## src/rtl/cpu_synth_cfg_ctrl.sv

```systemverilog
// rtl/cpu_synth_cfg_ctrl.sv - MMIO shadow registers and four-phase snapshot handshake toward the synth CDC
//
// Purpose: the CPU writes synth configuration into shadow registers. A commit
// (or, with SYNTH_CFG_AUTOSEND_EN defined, any register write) marks the shadow
// set pending. The FSM then copies every shadow register into the held outputs
// in one edge and runs a four-phase req/ack handshake so the CDC can sample a
// coherent set.
//
// Build option: SYNTH_CFG_AUTOSEND_EN - when defined, every accepted write to
// 0x00..0x13 also sets pending; otherwise only a write to 0x14 does.
//
// Ports:
//   clk, rst            clock, synchronous active-high reset
//   wr_en/wr_addr/wr_data  single-cycle MMIO write
//   rd_addr/rd_data     MMIO read, rd_data registered one cycle after rd_addr
//   cpu_carrier_fcws, cpu_mod_fcw, cpu_mod_shift, cpu_note_en, cpu_synth_shift
//                       held configuration, stable while a handshake runs
//   cpu_req/cpu_ack     four-phase handshake (cpu_ack already synchronised)
//   busy                high whenever the FSM is not idle
module cpu_synth_cfg_ctrl #(
    parameter int N_VOICES = 1
) (
    input  logic                     clk,
    input  logic                     rst,
    input  logic                     wr_en,
    input  logic [4:0]               wr_addr,
    input  logic [23:0]              wr_data,
    input  logic [4:0]               rd_addr,
    output logic [23:0]              rd_data,
    output logic [N_VOICES-1:0][23:0] cpu_carrier_fcws,
    output logic [23:0]              cpu_mod_fcw,
    output logic [4:0]               cpu_mod_shift,
    output logic [N_VOICES-1:0]      cpu_note_en,
    output logic [4:0]               cpu_synth_shift,
    output logic                     cpu_req,
    input  logic                     cpu_ack,
    output logic                     busy
);

    localparam logic [4:0] ADDR_MOD_FCW     = 5'h10;
    localparam logic [4:0] ADDR_MOD_SHIFT   = 5'h11;
    localparam logic [4:0] ADDR_NOTE_EN     = 5'h12;
    localparam logic [4:0] ADDR_SYNTH_SHIFT = 5'h13;
    localparam logic [4:0] ADDR_COMMIT      = 5'h14;
    localparam logic [4:0] ADDR_STATUS      = 5'h15;

    typedef enum logic [1:0] {
        S_IDLE   = 2'd0,
        S_REQ_HI = 2'd1,
        S_ACK_LO = 2'd2
    } state_e;

    state_e state_q, state_d;

    // shadow registers (CPU-visible)
    logic [N_VOICES-1:0][23:0] sh_car_q, sh_car_d;
    logic [23:0]               sh_mod_fcw_q, sh_mod_fcw_d;
    logic [4:0]                sh_mod_shift_q, sh_mod_shift_d;
    logic [N_VOICES-1:0]       sh_note_en_q, sh_note_en_d;
    logic [4:0]                sh_synth_shift_q, sh_synth_shift_d;

    // held registers (CDC-visible)
    logic [N_VOICES-1:0][23:0] hd_car_q, hd_car_d;
    logic [23:0]               hd_mod_fcw_q, hd_mod_fcw_d;
    logic [4:0]                hd_mod_shift_q, hd_mod_shift_d;
    logic [N_VOICES-1:0]       hd_note_en_q, hd_note_en_d;
    logic [4:0]                hd_synth_shift_q, hd_synth_shift_d;

    logic        pending_q, pending_d;
    logic        cpu_req_q, cpu_req_d;
    logic        busy_q, busy_d;
    logic [23:0] rd_data_q, rd_data_d;

    logic wr_carrier, wr_reg_hit, wr_commit, trigger, snapshot;

    // write decode
    always_comb begin
        wr_carrier = wr_en && !wr_addr[4] && (int'(wr_addr[3:0]) < N_VOICES);
        wr_reg_hit = wr_en && (wr_addr >= ADDR_MOD_FCW) && (wr_addr <= ADDR_SYNTH_SHIFT);
        wr_commit  = wr_en && (wr_addr == ADDR_COMMIT);
`ifdef SYNTH_CFG_AUTOSEND_EN
        trigger    = wr_carrier || wr_reg_hit || wr_commit;
`else
        trigger    = wr_commit;
`endif
    end

    // shadow register updates; narrower fields keep the low bits of wr_data
    always_comb begin
        sh_car_d         = sh_car_q;
        sh_mod_fcw_d     = sh_mod_fcw_q;
        sh_mod_shift_d   = sh_mod_shift_q;
        sh_note_en_d     = sh_note_en_q;
        sh_synth_shift_d = sh_synth_shift_q;
        for (int i = 0; i < N_VOICES; i++) begin
            if (wr_carrier && (int'(wr_addr[3:0]) == i)) begin
                sh_car_d[i] = wr_data;
            end
        end
        if (wr_reg_hit) begin
            case (wr_addr)
                ADDR_MOD_FCW:   sh_mod_fcw_d   = wr_data;
                ADDR_MOD_SHIFT: sh_mod_shift_d = wr_data[4:0];
                ADDR_NOTE_EN:   sh_note_en_d   = wr_data[N_VOICES-1:0];
                default:        sh_synth_shift_d = wr_data[4:0];
            endcase
        end
    end

    // handshake FSM next state; snapshot fires on the IDLE -> REQ_HI edge
    always_comb begin
        state_d  = state_q;
        snapshot = 1'b0;
        case (state_q)
            S_IDLE: begin
                if (pending_q && !cpu_ack) begin
                    state_d  = S_REQ_HI;
                    snapshot = 1'b1;
                end
            end
            S_REQ_HI: begin
                if (cpu_ack) begin
                    state_d = S_ACK_LO;
                end
            end
            S_ACK_LO: begin
                if (!cpu_ack) begin
                    state_d = S_IDLE;
                end
            end
            default: state_d = S_IDLE;
        endcase

        // a trigger coinciding with the snapshot leaves pending set
        pending_d = (pending_q && !snapshot) || trigger;
        cpu_req_d = (state_d == S_REQ_HI);
        busy_d    = (state_d != S_IDLE);
    end

    // held copies take the pre-write shadow values
    always_comb begin
        hd_car_d         = hd_car_q;
        hd_mod_fcw_d     = hd_mod_fcw_q;
        hd_mod_shift_d   = hd_mod_shift_q;
        hd_note_en_d     = hd_note_en_q;
        hd_synth_shift_d = hd_synth_shift_q;
        if (snapshot) begin
            hd_car_d         = sh_car_q;
            hd_mod_fcw_d     = sh_mod_fcw_q;
            hd_mod_shift_d   = sh_mod_shift_q;
            hd_note_en_d     = sh_note_en_q;
            hd_synth_shift_d = sh_synth_shift_q;
        end
    end

    // read mux
    always_comb begin
        rd_data_d = 24'h0;
        for (int i = 0; i < N_VOICES; i++) begin
            if (int'(rd_addr) == i) begin
                rd_data_d = sh_car_q[i];
            end
        end
        case (rd_addr)
            ADDR_MOD_FCW:     rd_data_d = sh_mod_fcw_q;
            ADDR_MOD_SHIFT:   rd_data_d = {19'h0, sh_mod_shift_q};
            ADDR_NOTE_EN:     rd_data_d = {{(24-N_VOICES){1'b0}}, sh_note_en_q};
            ADDR_SYNTH_SHIFT: rd_data_d = {19'h0, sh_synth_shift_q};
            ADDR_STATUS:      rd_data_d = {22'h0, pending_q, busy_q};
            default:          ;
        endcase
    end

    always_ff @(posedge clk) begin
        if (rst) begin
            state_q          <= S_IDLE;
            sh_car_q         <= '0;
            sh_mod_fcw_q     <= '0;
            sh_mod_shift_q   <= '0;
            sh_note_en_q     <= '0;
            sh_synth_shift_q <= '0;
            hd_car_q         <= '0;
            hd_mod_fcw_q     <= '0;
            hd_mod_shift_q   <= '0;
            hd_note_en_q     <= '0;
            hd_synth_shift_q <= '0;
            pending_q        <= 1'b0;
            cpu_req_q        <= 1'b0;
            busy_q           <= 1'b0;
            rd_data_q        <= '0;
        end else begin
            state_q          <= state_d;
            sh_car_q         <= sh_car_d;
            sh_mod_fcw_q     <= sh_mod_fcw_d;
            sh_mod_shift_q   <= sh_mod_shift_d;
            sh_note_en_q     <= sh_note_en_d;
            sh_synth_shift_q <= sh_synth_shift_d;
            hd_car_q         <= hd_car_d;
            hd_mod_fcw_q     <= hd_mod_fcw_d;
            hd_mod_shift_q   <= hd_mod_shift_d;
            hd_note_en_q     <= hd_note_en_d;
            hd_synth_shift_q <= hd_synth_shift_d;
            pending_q        <= pending_d;
            cpu_req_q        <= cpu_req_d;
            busy_q           <= busy_d;
            rd_data_q        <= rd_data_d;
        end
    end

    assign rd_data          = rd_data_q;
    assign cpu_carrier_fcws = hd_car_q;
    assign cpu_mod_fcw      = hd_mod_fcw_q;
    assign cpu_mod_shift    = hd_mod_shift_q;
    assign cpu_note_en      = hd_note_en_q;
    assign cpu_synth_shift  = hd_synth_shift_q;
    assign cpu_req          = cpu_req_q;
    assign busy             = busy_q;

endmodule

```

## config.mk

```make
export PLATFORM = sky130hd
export DESIGN_NAME = cpu_synth_cfg_ctrl
export DESIGN_NICKNAME = d
export VERILOG_FILES = /design/src/rtl/cpu_synth_cfg_ctrl.sv
export SDC_FILE = /design/constraint.sdc
export NUM_CORES = 1
export LEC_CHECK = 0
export ABC_AREA = 1
export BUFFER_PORTS_ARGS = -buffer_cell sky130_fd_sc_hd__buf_2
export CORE_UTILIZATION = 48
export DETAILED_ROUTE_END_ITERATION = 10
export GPL_ROUTABILITY_DRIVEN = 0
export PLACE_DENSITY = 0.75
export SLEW_MARGIN = 40
export SYNTH_ARGS = -nofsm -noshare
export SYNTH_HDL_FRONTEND = slang
export SYNTH_SLANG_ARGS = --single-unit
```

## constraint.sdc

```tcl
create_clock -name clk -period 1.3 [get_ports clk]
set_clock_uncertainty 0.2 [all_clocks]
set_input_delay 0.26 -clock clk [delete_from_list [all_inputs] [get_ports clk]]
set_output_delay 0.26 -clock clk [all_outputs]
set_load 0.005 [all_outputs]
```

---- Word level (Yosys, flattened, before mapping) ----
Cells that the tools add are included.
word-level totals
  word-level logic and storage cells ...... 60
  output and inout port bits .............. 85
  register bits ........................... 147
operators by class
  order comparisons ....................... 3
  muxes and demuxes ....................... 8
  eq/ne operators ......................... 12
  reductions and logical operators ........ 21
  bitwise operators ....................... 1
operator list
  kind                number
  $pmux 24 s5         1
  $eq 5x5->1 const B  9
  $mux 24             1
  $logic_and 1x1->1   8
  $reduce_and 2->1    4
  $mux 2              3
  $pmux 2 s3          1
  $ge 5x5->1 const B  1
  $le 5x5->1 const B  1
  $logic_not 5->1     1
  $eq 2x1->1 const B  2
  $logic_not 4->1     1
  $lt 4x1->1 const B  1
  $logic_not 1->1     3
  $reduce_or 3->1     1
  $eq 2x2->1 const B  1
  $logic_not 2->1     1
  $mux 1              2
  $reduce_bool 2->1   1
  $logic_or 1x1->1    1
  $not 1->1           1

---- Longest topological paths before layout ----
  word-level depth ........................ 7
  gate-level depth with buffers ........... 7

---- Worst setup path after synthesis ----
No wires, ideal clock.
  path type ............................... register -> register
  start ................................... reg state_q[1]
  end ..................................... reg hd_mod_fcw_q[10], in the netlist cpu_mod_fcw[10]
  library setup time ...................... 0.119 ns
  required time ........................... 0.981 ns
  path buffers ............................ 2
  arrival ................................. 1.004 ns
  path slack .............................. -0.023 ns
  clock period less this slack ............ 1.323 ns
  stages on the path, launching flop included .. 7
  cells stage by stage .................... dfxtp_1 -> nor2_1 -> nand3_2 -> inv_2 -> buf_6 -> buf_4 -> a21oi_1
between the ends
  word-level cells in the longest chain between the ends .. 2
ends and longest elaborated chain
  element                 RTL line  RTL
  from (decl)             53        state_e state_q, state_d;
  from (signal assigned)  192       state_q <= state_d;
  $logic_not 2->1         114       case (state_q)
  $mux 1                  114
  to (signal assigned)    199       hd_mod_fcw_q <= hd_mod_fcw_d;
  to (decl)               64        logic [23:0] hd_mod_fcw_q, hd_mod_fcw_d;
Every way passes these cells.
A chain may end at the register's enable or synchronous reset.

---- Worst setup path in the final report ----
  start ................................... reg state_q[1]
  end ..................................... reg hd_mod_fcw_q[20], in the netlist cpu_mod_fcw[20]
Same word-level chain as after synthesis.

==> flow_metrics.env <==
export IMPL_status="finished with violations"
export IMPL_violations="setup timing"
export IMPL_m1WireLength_um=7260
export IMPL_path_class="reg2reg"
export IMPL_crit_arrival_ps=1700
export IMPL_final_common_cell="nor2_1"
export IMPL_setup_violations=145
export IMPL_synth_cells=658
export IMPL_whs_ps=40.2
export IMPL_hold_violations=0
export IMPL_powerDensity_mw_per_mm2=1280
export IMPL_period_share=1.15
export IMPL_area_growth_pct=53.1
export IMPL_cts_tree="done"
export IMPL_via_per_inst=5.64
export IMPL_num_vias=5752
export IMPL_netlist_area_mm2=0.00537
export IMPL_dr_wl_met2_um=8480
export IMPL_track_usage=0.297
export IMPL_slew_violations=0
export IMPL_pwr_share_seq=0.435
export IMPL_worstMarginPinSlew_ps=297
export IMPL_relSlewSlack=0.802
export IMPL_die_h_um=108
export IMPL_yosysTopAreaCell="dfxtp_1"
export IMPL_final_cells=1019
export IMPL_clk_latency_ps=520
export IMPL_pwr_share_comb=0.060
export IMPL_critPathRequiredTime_ps=1510
export IMPL_cts_path_max_buffers=2
export IMPL_syn_num_nets=696
export IMPL_drt_total_wl_um=17900
export IMPL_die_area_mm2=0.0116
export IMPL_p_sw_mw=2.27
export IMPL_layout_common_cells="nor2_1 (119), buf_2 (91), dfxtp_2 (75)"
export IMPL_switching_share=0.215
export IMPL_dpl_cell_count=920
export IMPL_synth_top_cell_area_share=0.548
export IMPL_design_area_mm2=0.00822
export IMPL_post_route_cells_drive_above_1_share=0.415
export IMPL_grt_pass1_vias=5241
export IMPL_drt_iter0_drc=639
export IMPL_grt_overflow_total=0
export IMPL_die_w_um=108
export IMPL_io_buffer_count=122
export IMPL_synth_edf_count=0
export IMPL_placed_area_mm2=0.00632
export IMPL_rsz0062_at_grt="true"
export IMPL_yosysUniqueCellTypes=24
export IMPL_setup_slack_ps=-194
export IMPL_critPathLaunchType="register"
export IMPL_drt_pre_antenna_iters=6
export IMPL_max_cap_viol_count=0
export IMPL_htree_num_levels=4
export IMPL_p_total_mw=10.5
export IMPL_p_leak_nw=3.44
export IMPL_post_drt_wl_per_cell_um=17.6
export IMPL_fmax_mhz=669
export IMPL_cp_end_kind="register"
export IMPL_hp_class="in2reg"
export IMPL_wl_met3_um=1530
export IMPL_antennaDiodeCount=0
export IMPL_p_clk_frac=0.504
export IMPL_clk_pin_slew_ps=60
export IMPL_core_area_mm2=0.0109
export IMPL_timing_final_crit_period_ps=1490
export IMPL_grt_pass1_wl_um=26300
export IMPL_yosysWarnings=0
export IMPL_place_ws_ps=-290
export IMPL_seq_area_frac_synth=0.548
export IMPL_avgSynthCellArea_um2=8.16
export IMPL_ir_worst_vdd_v=0.000750
export IMPL_synth_flop_cell="dfxtp_1"
export IMPL_setup_tns_ps=-15300
export IMPL_p_int_mw=8.25
export IMPL_initial_utilization=0.493
export IMPL_netlist_top_cells_area="dfxtp_1 (55%), o21ai_0 (10%), nor2_1 (9.4%)"
export IMPL_postRouteAntennaNets=0
export IMPL_async_flop_share=0
export IMPL_final_nets=904
export IMPL_fin_util=0.755
export IMPL_antenna_found_initial=0
export IMPL_grt_start_max_net_pins=57
export IMPL_rows=38
export IMPL_cts_sinks=147
export IMPL_cts_root_buf="clkbuf_8"
export IMPL_drc=0
export IMPL_post_dp_hpwl_um=10100
export IMPL_cp_max_fo=8
export IMPL_top_layer_used="met4"
export IMPL_ys_ff_latch=147
export IMPL_cts_buffers=17
export IMPL_io_pins=123
export IMPL_fillers=687
-- final timing paths --
path	startpoint	slack [ps]	end	cells past startpoint
setup reg to reg	state_q[1]	-190	cpu_mod_fcw[20]	7
hold reg to reg	cpu_carrier_fcws[21]	250	cpu_carrier_fcws[21]	2
hold / removal	wr_addr[0]	40	sh_note_en_q	5
setup / recovery	state_q[1]	-190	cpu_mod_fcw[20]	7
-- synth_stat cells, types with 2 or more instances --
cell type / instances
inv_1: 37
buf_2: 10
a21oi_1: 83
nand3_1: 6
o21ai_1: 17
nand2_1: 39
nor4_1: 2
clkbuf_1: 19
nand4_1: 23
nand3_2: 3
nor2_2: 3
nor2_1: 134
nor2_4: 3
o21ai_0: 108
inv_2: 3
buf_4: 7
dfxtp_1: 147
buf_6: 8
-- cells by family after synthesis --
group,count (synthesis),share of synthesized area
buffers and inverters,84,0.0771
AO/OA/AOI/OAI,208,0.194
flip-flops,147,0.548
AND/OR/NAND/NOR,219,0.181
-- routing by layer --
metal	vias up	track usage
li1	2619	-
met1	2696	0.379
met2	371	0.469
met3	66	0.0654
met4	0	0.152
met5	-	0
-- state kept, by name, indices dropped and copies added (netlist names), 5 cells and up --
register          count
cpu_synth_shift       5
cpu_mod_fcw          24
cpu_carrier_fcws     24
cpu_mod_shift         5
sh_car_q             24
sh_synth_shift_q      5
sh_mod_fcw_q         24
rd_data              24
sh_mod_shift_q        5
-- final cells by class --
type                       instances  area (um2)  area share
clock buffer                      20         445      0.0542
clock inverter                    12         203      0.0247
tap                              140         175      0.0213
inverter                          40         163      0.0198
multi-input combinational        427        2190       0.267
timing repair buffer             233        2010       0.244
sequential                       147        3040       0.369
-- power groups by stage --
stage	registers [mW]	clock network (mW)	logic [mW]
after global placement	4.67	0	0.458
after detailed placement	4.67	0	0.471
final	4.58	5.31	0.634
after floorplan	4.67	0	0.238
after global routing	4.58	5.55	0.679
after CTS	4.57	5.31	0.576
-- what timing repair did --
item / CTS / global route
pin swaps: 12 / 30
gates resized for setup: 110 / 88
endpoints found under the setup margin: 144 / 146
endpoints found under the hold margin: 63 / 0
cloned: 5 / 4
setup buffers: 16 / 10
hold buffers: 32 / 0
-- worst max-delay path: stages (launching register included) --
cell,delay (ps)
dfxtp_2,350
nor2_4,50
nand3_4,130
clkinv_8,120
buf_12,150
buf_12,140
o21ai_1,180
a21oi_1,60
(Power assumes the default switching activity.)
